File: src/rtl/nes_poll_controller.sv
// NES joypad poll sequencer: drives latch/clock, samples the serial line,
// and publishes the eight buttons as one atomic, active-high byte.
module nes_poll_controller #(
  parameter int HALF_BIT    = 300,
  parameter int POLL_PERIOD = 833333
) (
  input  logic       clk,
  input  logic       reset,
  input  logic       start,
  input  logic       auto_en,
  input  logic       nes_data,
  output logic       nes_latch,
  output logic       nes_pulse,
  output logic [7:0] buttons,
  output logic       valid,
  output logic       changed,
  output logic       busy
);

  localparam int PH_W = $clog2(2 * HALF_BIT);
  localparam int TM_W = (POLL_PERIOD > 1) ? $clog2(POLL_PERIOD) : 1;

  localparam logic [PH_W-1:0] LATCH_LAST = PH_W'(2 * HALF_BIT - 1);
  localparam logic [PH_W-1:0] HALF_LAST  = PH_W'(HALF_BIT - 1);
  localparam logic [TM_W-1:0] TIMER_LAST = TM_W'(POLL_PERIOD - 1);

  localparam logic [2:0] ST_IDLE     = 3'd0;
  localparam logic [2:0] ST_LATCH    = 3'd1;
  localparam logic [2:0] ST_WAIT     = 3'd2;
  localparam logic [2:0] ST_PULSE_HI = 3'd3;
  localparam logic [2:0] ST_PULSE_LO = 3'd4;
  localparam logic [2:0] ST_DONE     = 3'd5;

  logic [2:0]      state_q, state_d;
  logic [PH_W-1:0] phase_q, phase_d;
  logic [2:0]      bit_q, bit_d;
  logic [7:0]      shreg_q, shreg_d;
  logic [7:0]      buttons_q;
  logic            latch_q, pulse_q, busy_q, valid_q, changed_q;
  logic [TM_W-1:0] timer_q, timer_d;
  logic            pending_q, pending_d;
  logic            sync1_q, sync2_q;
  logic            launch, sample_en, timer_wrap;

  // Two-flop synchronizer for the asynchronous, active-low joypad data line.
  // NOTE: no reset here on purpose; these flops only carry an external level
  // and are flushed within two cycles, so a reset term would add nothing.
  always_ff @(posedge clk) begin
    sync1_q <= nes_data;
    sync2_q <= sync1_q;
  end

  assign launch = (state_q == ST_IDLE) && (start || pending_q);

  // Poll sequencer next-state: phase counting, bit stepping and sampling.
  always_comb begin
    // NOTE: every signal assigned here gets a default first, so no path
    // through the case leaves one unassigned and no latch is inferred.
    state_d   = state_q;
    phase_d   = phase_q + 1'b1;
    bit_d     = bit_q;
    sample_en = 1'b0;
    case (state_q)
      ST_IDLE: begin
        phase_d = '0;
        if (launch) begin
          state_d = ST_LATCH;
          bit_d   = 3'd0;
        end
      end
      ST_LATCH: begin
        if (phase_q == LATCH_LAST) begin
          state_d = ST_WAIT;
          phase_d = '0;
        end
      end
      ST_WAIT: begin
        if (phase_q == HALF_LAST) begin
          sample_en = 1'b1;
          bit_d     = 3'd1;
          state_d   = ST_PULSE_HI;
          phase_d   = '0;
        end
      end
      ST_PULSE_HI: begin
        if (phase_q == HALF_LAST) begin
          state_d = ST_PULSE_LO;
          phase_d = '0;
        end
      end
      ST_PULSE_LO: begin
        if (phase_q == HALF_LAST) begin
          sample_en = 1'b1;
          phase_d   = '0;
          if (bit_q == 3'd7) begin
            state_d = ST_DONE;
          end else begin
            bit_d   = bit_q + 3'd1;
            state_d = ST_PULSE_HI;
          end
        end
      end
      ST_DONE: begin
        state_d = ST_IDLE;
        phase_d = '0;
      end
      default: begin
        state_d = ST_IDLE;
        phase_d = '0;
      end
    endcase
    shreg_d = sample_en ? {shreg_q[6:0], ~sync2_q} : shreg_q;
  end

  // Auto-poll timer and pending flag; an expiry during a poll is held until IDLE.
  always_comb begin
    timer_wrap = auto_en && (timer_q == TIMER_LAST);
    timer_d    = (!auto_en || timer_wrap) ? '0 : timer_q + 1'b1;
    pending_d  = pending_q;
    if (!auto_en) begin
      pending_d = 1'b0;
    end else if (timer_wrap) begin
      pending_d = 1'b1;
    end else if (launch) begin
      pending_d = 1'b0;
    end
  end

  // State, datapath and registered pin/strobe outputs.
  always_ff @(posedge clk) begin
    // NOTE: sequential state uses non-blocking assignments so every flop
    // samples the pre-edge values regardless of statement order.
    if (reset) begin
      state_q   <= ST_IDLE;
      phase_q   <= '0;
      bit_q     <= 3'd0;
      shreg_q   <= 8'h00;
      buttons_q <= 8'h00;
      latch_q   <= 1'b0;
      pulse_q   <= 1'b0;
      busy_q    <= 1'b0;
      valid_q   <= 1'b0;
      changed_q <= 1'b0;
      timer_q   <= '0;
      pending_q <= 1'b0;
    end else begin
      state_q   <= state_d;
      phase_q   <= phase_d;
      bit_q     <= bit_d;
      shreg_q   <= shreg_d;
      timer_q   <= timer_d;
      pending_q <= pending_d;
      latch_q   <= (state_d == ST_LATCH);
      pulse_q   <= (state_d == ST_PULSE_HI);
      busy_q    <= state_d inside {ST_LATCH, ST_WAIT, ST_PULSE_HI, ST_PULSE_LO};
      valid_q   <= (state_d == ST_DONE);
      changed_q <= (state_d == ST_DONE) && (shreg_d != buttons_q);
      if (state_d == ST_DONE) begin
        buttons_q <= shreg_d;
      end
    end
  end

  assign nes_latch = latch_q;
  assign nes_pulse = pulse_q;
  assign buttons   = buttons_q;
  assign valid     = valid_q;
  assign changed   = changed_q;
  assign busy      = busy_q;

endmodule

File: config.mk
export PLATFORM = sky130hd
export DESIGN_NAME = nes_poll_controller
export DESIGN_NICKNAME = d
export VERILOG_FILES = /design/src/rtl/nes_poll_controller.sv
export SDC_FILE = /design/constraint.sdc
export NUM_CORES = 1
export LEC_CHECK = 0
export ABC_AREA = 1
export CORE_ASPECT_RATIO = 1.4
export CORE_MARGIN = 4
export CORE_UTILIZATION = 60
export CTS_CLUSTER_DIAMETER = 50
export CTS_CLUSTER_SIZE = 28
export DETAILED_ROUTE_END_ITERATION = 10
export DONT_BUFFER_PORTS = 1
export PLACE_DENSITY_LB_ADDON = 0.2
export SLEW_MARGIN = 15
export SYNTH_ARGS = -nofsm -noshare
export SYNTH_HDL_FRONTEND = slang
export SYNTH_SLANG_ARGS = --single-unit
File: constraint.sdc
create_clock -name clk -period 3.4 [get_ports clk]
set_input_delay 0.51 -clock clk [delete_from_list [all_inputs] [get_ports clk]]
set_output_delay 0.51 -clock clk [all_outputs]
set_load 0.05 [all_outputs]
Word-level counts from Yosys, hierarchy flattened
Index checks and enable logic that the tools add are counted.
Storage, ports and cells
  input port bits: 5
  word-level logic and storage cells: 72
  output and inout port bits: 13
  register bits after elaboration: 60
Cells by class
  mux-type cells: 20
  $add $sub $neg: 3
  eq/ne operators: 18
  reductions and logical operators: 15
  bitwise gates (word level): 2
Operators by type and width (count)
  $mux 3: 10
  $add 20x1->20 const B: 1
  $eq 20x20->1 const B: 1
  $mux 10: 2
  $pmux 10 s2: 1
  $pmux 3 s5: 1
  $eq 3x2->1 const B: 4
  $eq 3x3->1 const B: 4
  $add 10x1->10 const B: 1
  $eq 10x10->1 const B: 1
  $eq 10x9->1 const B: 1
  $pmux 3 s3: 1
  $mux 8: 1
  $ne 2x2->1 const B: 4
  $ne 8x8->1: 1
  $eq 3x1->1 const B: 2
  $reduce_or 2->1: 3
  $reduce_and 5->1: 1
  $mux 1: 4
  $reduce_bool 4->1: 1
  $add 3x1->3 const B: 1
  $logic_and 1x1->1: 3
  $logic_not 3->1: 1
  $reduce_bool 3->1: 1
  other kinds (5): 7

Longest topological paths before layout
  depth after elaboration: 6
  depth in mapped cells: 15

Worst setup path after synthesis
Ideal clock, no wire load.
  path kind: register -> register
  from: register phase_q[0]
  to: register changed_q, in the netlist changed
  setup time: 0.114 ns
  slack: 1.720 ns
  path buffers: 1
  cell stages (with the launch flop): 16
  arrival: 1.566 ns
  clock period less this slack: 1.680 ns
  cell sequence: dfxtp_1 ha_1 nand2_1 clkinv_1 nand2_2 nor2_4 nand3_2 buf_2 nand2_2 nand2_1 nand2_1 nand2_1 nor2_1 nand2_1 nor2_1 nor2_1
On the way
  word-level cells in the longest chain between the ends: 6
  elaborated cells on any way between the ends: 13
RTL lines
  start, declared: RTL line 35  | logic [PH_W-1:0] phase_q, phase_d;
  start signal, assigned: RTL line 148  | phase_q <= phase_d;
  $eq 10x9->1: RTL line 78, 86, 92
  $mux 1: RTL line 78, 92
  $mux 1
  $mux 8: RTL line 112  | shreg_d = sample_en ? {shreg_q[6:0], ~sync2_q} : shreg_q;
  $ne 8x8->1: RTL line 157  | changed_q <= (state_d == ST_DONE) && (shreg_d != buttons_q);
  $logic_and 1x1->1 (*): RTL line 157
  end signal, assigned: RTL line 157
  end, declared: RTL line 39  | logic latch_q, pulse_q, busy_q, valid_q, changed_q;
Mark *: on every way between the ends. The rest lies on a longest branch, timed or not.
A chain may end at the register's enable or synchronous reset.

Worst setup path after layout
  from: register phase_q[0]
  to: register buttons_q[3], in the netlist buttons[3]
On the way
  word-level cells in the longest chain between the ends: 4
  elaborated cells on any way between the ends: 11
RTL lines
  $eq 10x9->1 or $eq 10x10->1 (tied branches)
  $mux 3, or another cell as far along: RTL line 92  | if (phase_q == HALF_LAST) begin
  $pmux 3 s5 or $mux 1 (tied branches)
  $eq 3x3->1 or $mux 8 (tied branches): RTL line 158, 112
  end signal, assigned: RTL line 159  | buttons_q <= shreg_d;
  end, declared: RTL line 38  | logic [7:0] buttons_q;
Several ways; a longest one is shown, not always the timed one.

==> results.toml <==
[sta]
maxSlewViolCount = 0
relSlewSlack = 0.5563
rsz0062_at_grt = "false"
fin_skew_ps = 9.302
fmax_ghz = 0.4460
tightest_slew_ps = 663.7
hold_violations = 0
fin_tns_setup_ps = 0
period_minus_slack_ps = 2242
setup_viol = 0
period_share = 0.6594

[worst_setup_path]
worstPathMaxFanout = 16
required_ps = 3680
rr_worst_depth = 11
start_kind = "flop"
crit_type = "reg -> reg"
r2r_slack_ps = 1160
critPathCaptureType = "flop"
r2r_end = "buttons[3]"
arrival_ps = 2520
r2r_start = "phase_q[0]"

[detailed_routing]
drc = 0
ant_nets = 0
vias = 2521
viasPerCell = 5.330
routed_wl_mm = 5.831
drt-initial-drc-count = 180
wl_per_cell_um = 12.33
first_pass_iters = 4

[power]
clkPwrFrac = 0.464
finalPower_w = 0.001416
internal_power_w = 0.001116
p_sw_frac = 0.2115
leakagePower_nw = 1.337
power.switching_w = 0.0002995
power.density_nw_per_um2 = 456.1
ir_worst_vdd_uv = 289.9
seqPwrFrac = 0.510
pwr-share-comb = 0.026

[clocking]
root_buffer = "clkbuf_8"
postCtsHoldBufs = 0
cts_tree = "done"
postCtsResizedCells = 0
cts_max_level = 3
postCtsSetupBuffers = 0
clockBufferDepth = 2
cts_sinks = 60
clock_latency_ps = 340
clk_pin_slew_worst_paths_ps = 60
cts_made_buffers = 9

[worst_hold_path]
hold_end = "sync1_q"
min_path_type = "in -> reg"
worstHoldPathCells = 0
hp-start = "nes_data"

[place]
dp.cells = 458
place_congestion = 0.8236
dp_hpwl_mm = 4.222
place.port_buffers = 0

[final_layout]
nNetsFinal = 417
drive_above_1_share = 0.09002
final_common_cell = "nand2_1"
final_cells = 473
n_antenna_cell = 0
syn2layout_area_growth_pct = 8.058
layout_common_cells = "92 x nand2_1, 63 x nor2_1, 60 x dfxtp_1"

[global_routing]
gr-usage-all-layers = 0.2219
grt_max_degree = 17
grt_pass1_wl_mm = 10.21
grt_overflow = 0
grt_pass1_vias = 2437
antenna_found_initial = 0

[floorplan]
core_um2 = 4572
die_y_um = 89.87
io_pins = 18
rows = 29
die_w_um = 66.48
start_util = 0.6284
die-area_um2 = 5975

[yosys]
yosysSeqAreaShare = 0.4181
avgSynthCellArea_um2 = 7.093
ys_warn_count = 0
synth_area_um2 = 2873
synth.distinct_cells = 34
synth_cells = 405
syn_nets = 415
ys_ff_latch = 60

[run_status]
status = "complete, no violations"

[flow_run]
cap_violations = 0
## power groups by stage
stage	sequential, W	combinational, W	clock (W)
floorplan	0.000737	0.0000308	0
global placement	0.000738	0.0000365	0
detailed placement	0.000738	0.0000369	0
CTS	0.000723	0.0000371	0.000674
global route	0.000723	0.0000435	0.000701
finish	0.000722	0.0000366	0.000657
## layout make-up
cell class,instances,area [um2]
clock buffer,14,172.7
fill,420,1468
multi-input combinational,289,1446
tap,62,77.57
sequential,60,1201
inverter,47,176.4
clock inverter,1,30.03
## metal layers
metal	up-vias	part of all wire	track usage
li1	1317	-	-
met4	0	0.037	0.1305
met3	17	0.044	0.07232
met2	45	0.54	0.3985
met1	1142	0.38	0.2092
met5	-	0	0
## worst max path at each step
stage | startpoint | to | slack [ps]
2_1_floorplan | phase_q[0] | changed | 1720
3_3_place_gp | reset | timer_q[18] | 1290
3_5_place_dp | phase_q[0] | buttons[1] | 1180
4_1_cts | phase_q[0] | buttons[3] | 1160
5_1_grt | phase_q[0] | buttons[1] | 880
6_report | phase_q[0] | buttons[3] | 1160
## metrics by stage
step,utilization,instance area [um2],setup WS [ps],hold WS (ps)
after floorplan,-,2873,1720,309.6
after global placement,0.6346,2902,1291,310.7
after detailed placement,0.6346,2902,1177,318.5
after CTS,0.6790,3104,1155,176.0
after global routing,0.6790,3104,879.9,176.6
final,0.6790,3104,1158,195.8
## registers in the layout, summed over array words and instances, names as in the netlist, 3 cells and up
register	count
phase_q	10
bit_q	3
buttons	8
shreg_q	8
state_q	3
timer_q	20
## cell families (layout without fill, tap and decap cells)
group,Yosys count,count (layout),synth area share
AND/OR/NAND/NOR,240,240,0.3924
flip-flops,60,60,0.4181
buffers and inverters,56,62,0.07840
AO/OA/AOI/OAI,37,37,0.06795
XOR/XNOR,7,7,0.02134
adder cells (fa/ha/maj),5,5,0.02178
## Yosys cell counts
cell type | count | share of area
nor2_2 | 5 | 0.011
nand3_1 | 29 | 0.051
nand2_1 | 92 | 0.12
nor3b_1 | 4 | 0.010
nand4_2 | 1 | 0.0044
nor3b_2 | 1 | 0.0044
o21ai_2 | 1 | 0.0030
clkinv_1 | 1 | 0.0013
and3_1 | 1 | 0.0022
dfxtp_1 | 60 | 0.42
nand4_4 | 1 | 0.0074
buf_6 | 1 | 0.0039
nor2_1 | 63 | 0.082
nand2_2 | 7 | 0.015
nor3_1 | 11 | 0.019
clkbuf_1 | 2 | 0.0026
ha_1 | 5 | 0.022
xnor2_1 | 1 | 0.0030
a21oi_1 | 20 | 0.035
nand3b_1 | 2 | 0.0052
nand2_4 | 1 | 0.0039
nor4_1 | 3 | 0.0065
nand4_1 | 15 | 0.033
inv_1 | 43 | 0.056
o21ai_0 | 12 | 0.021
nand3_2 | 1 | 0.0035
nor3_4 | 1 | 0.0057
inv_2 | 3 | 0.0039
buf_2 | 6 | 0.010
o22ai_1 | 1 | 0.0022
xor2_1 | 6 | 0.018
nor2_4 | 2 | 0.0078
o21a_1 | 1 | 0.0026
a31oi_1 | 2 | 0.0044
## worst max-delay path: stages, from the launching register on
cell	delay (ps)
dfxtp_1	350
ha_1	190
nand2_1	70
clkinv_1	50
nand2_2	60
nor2_4	280
nand3_2	340
nand4_2	300
nand4_4	250
nand2_1	140
nand2_1	60
nor2_1	90
Note: power is estimated with default switching activity, not from simulation.
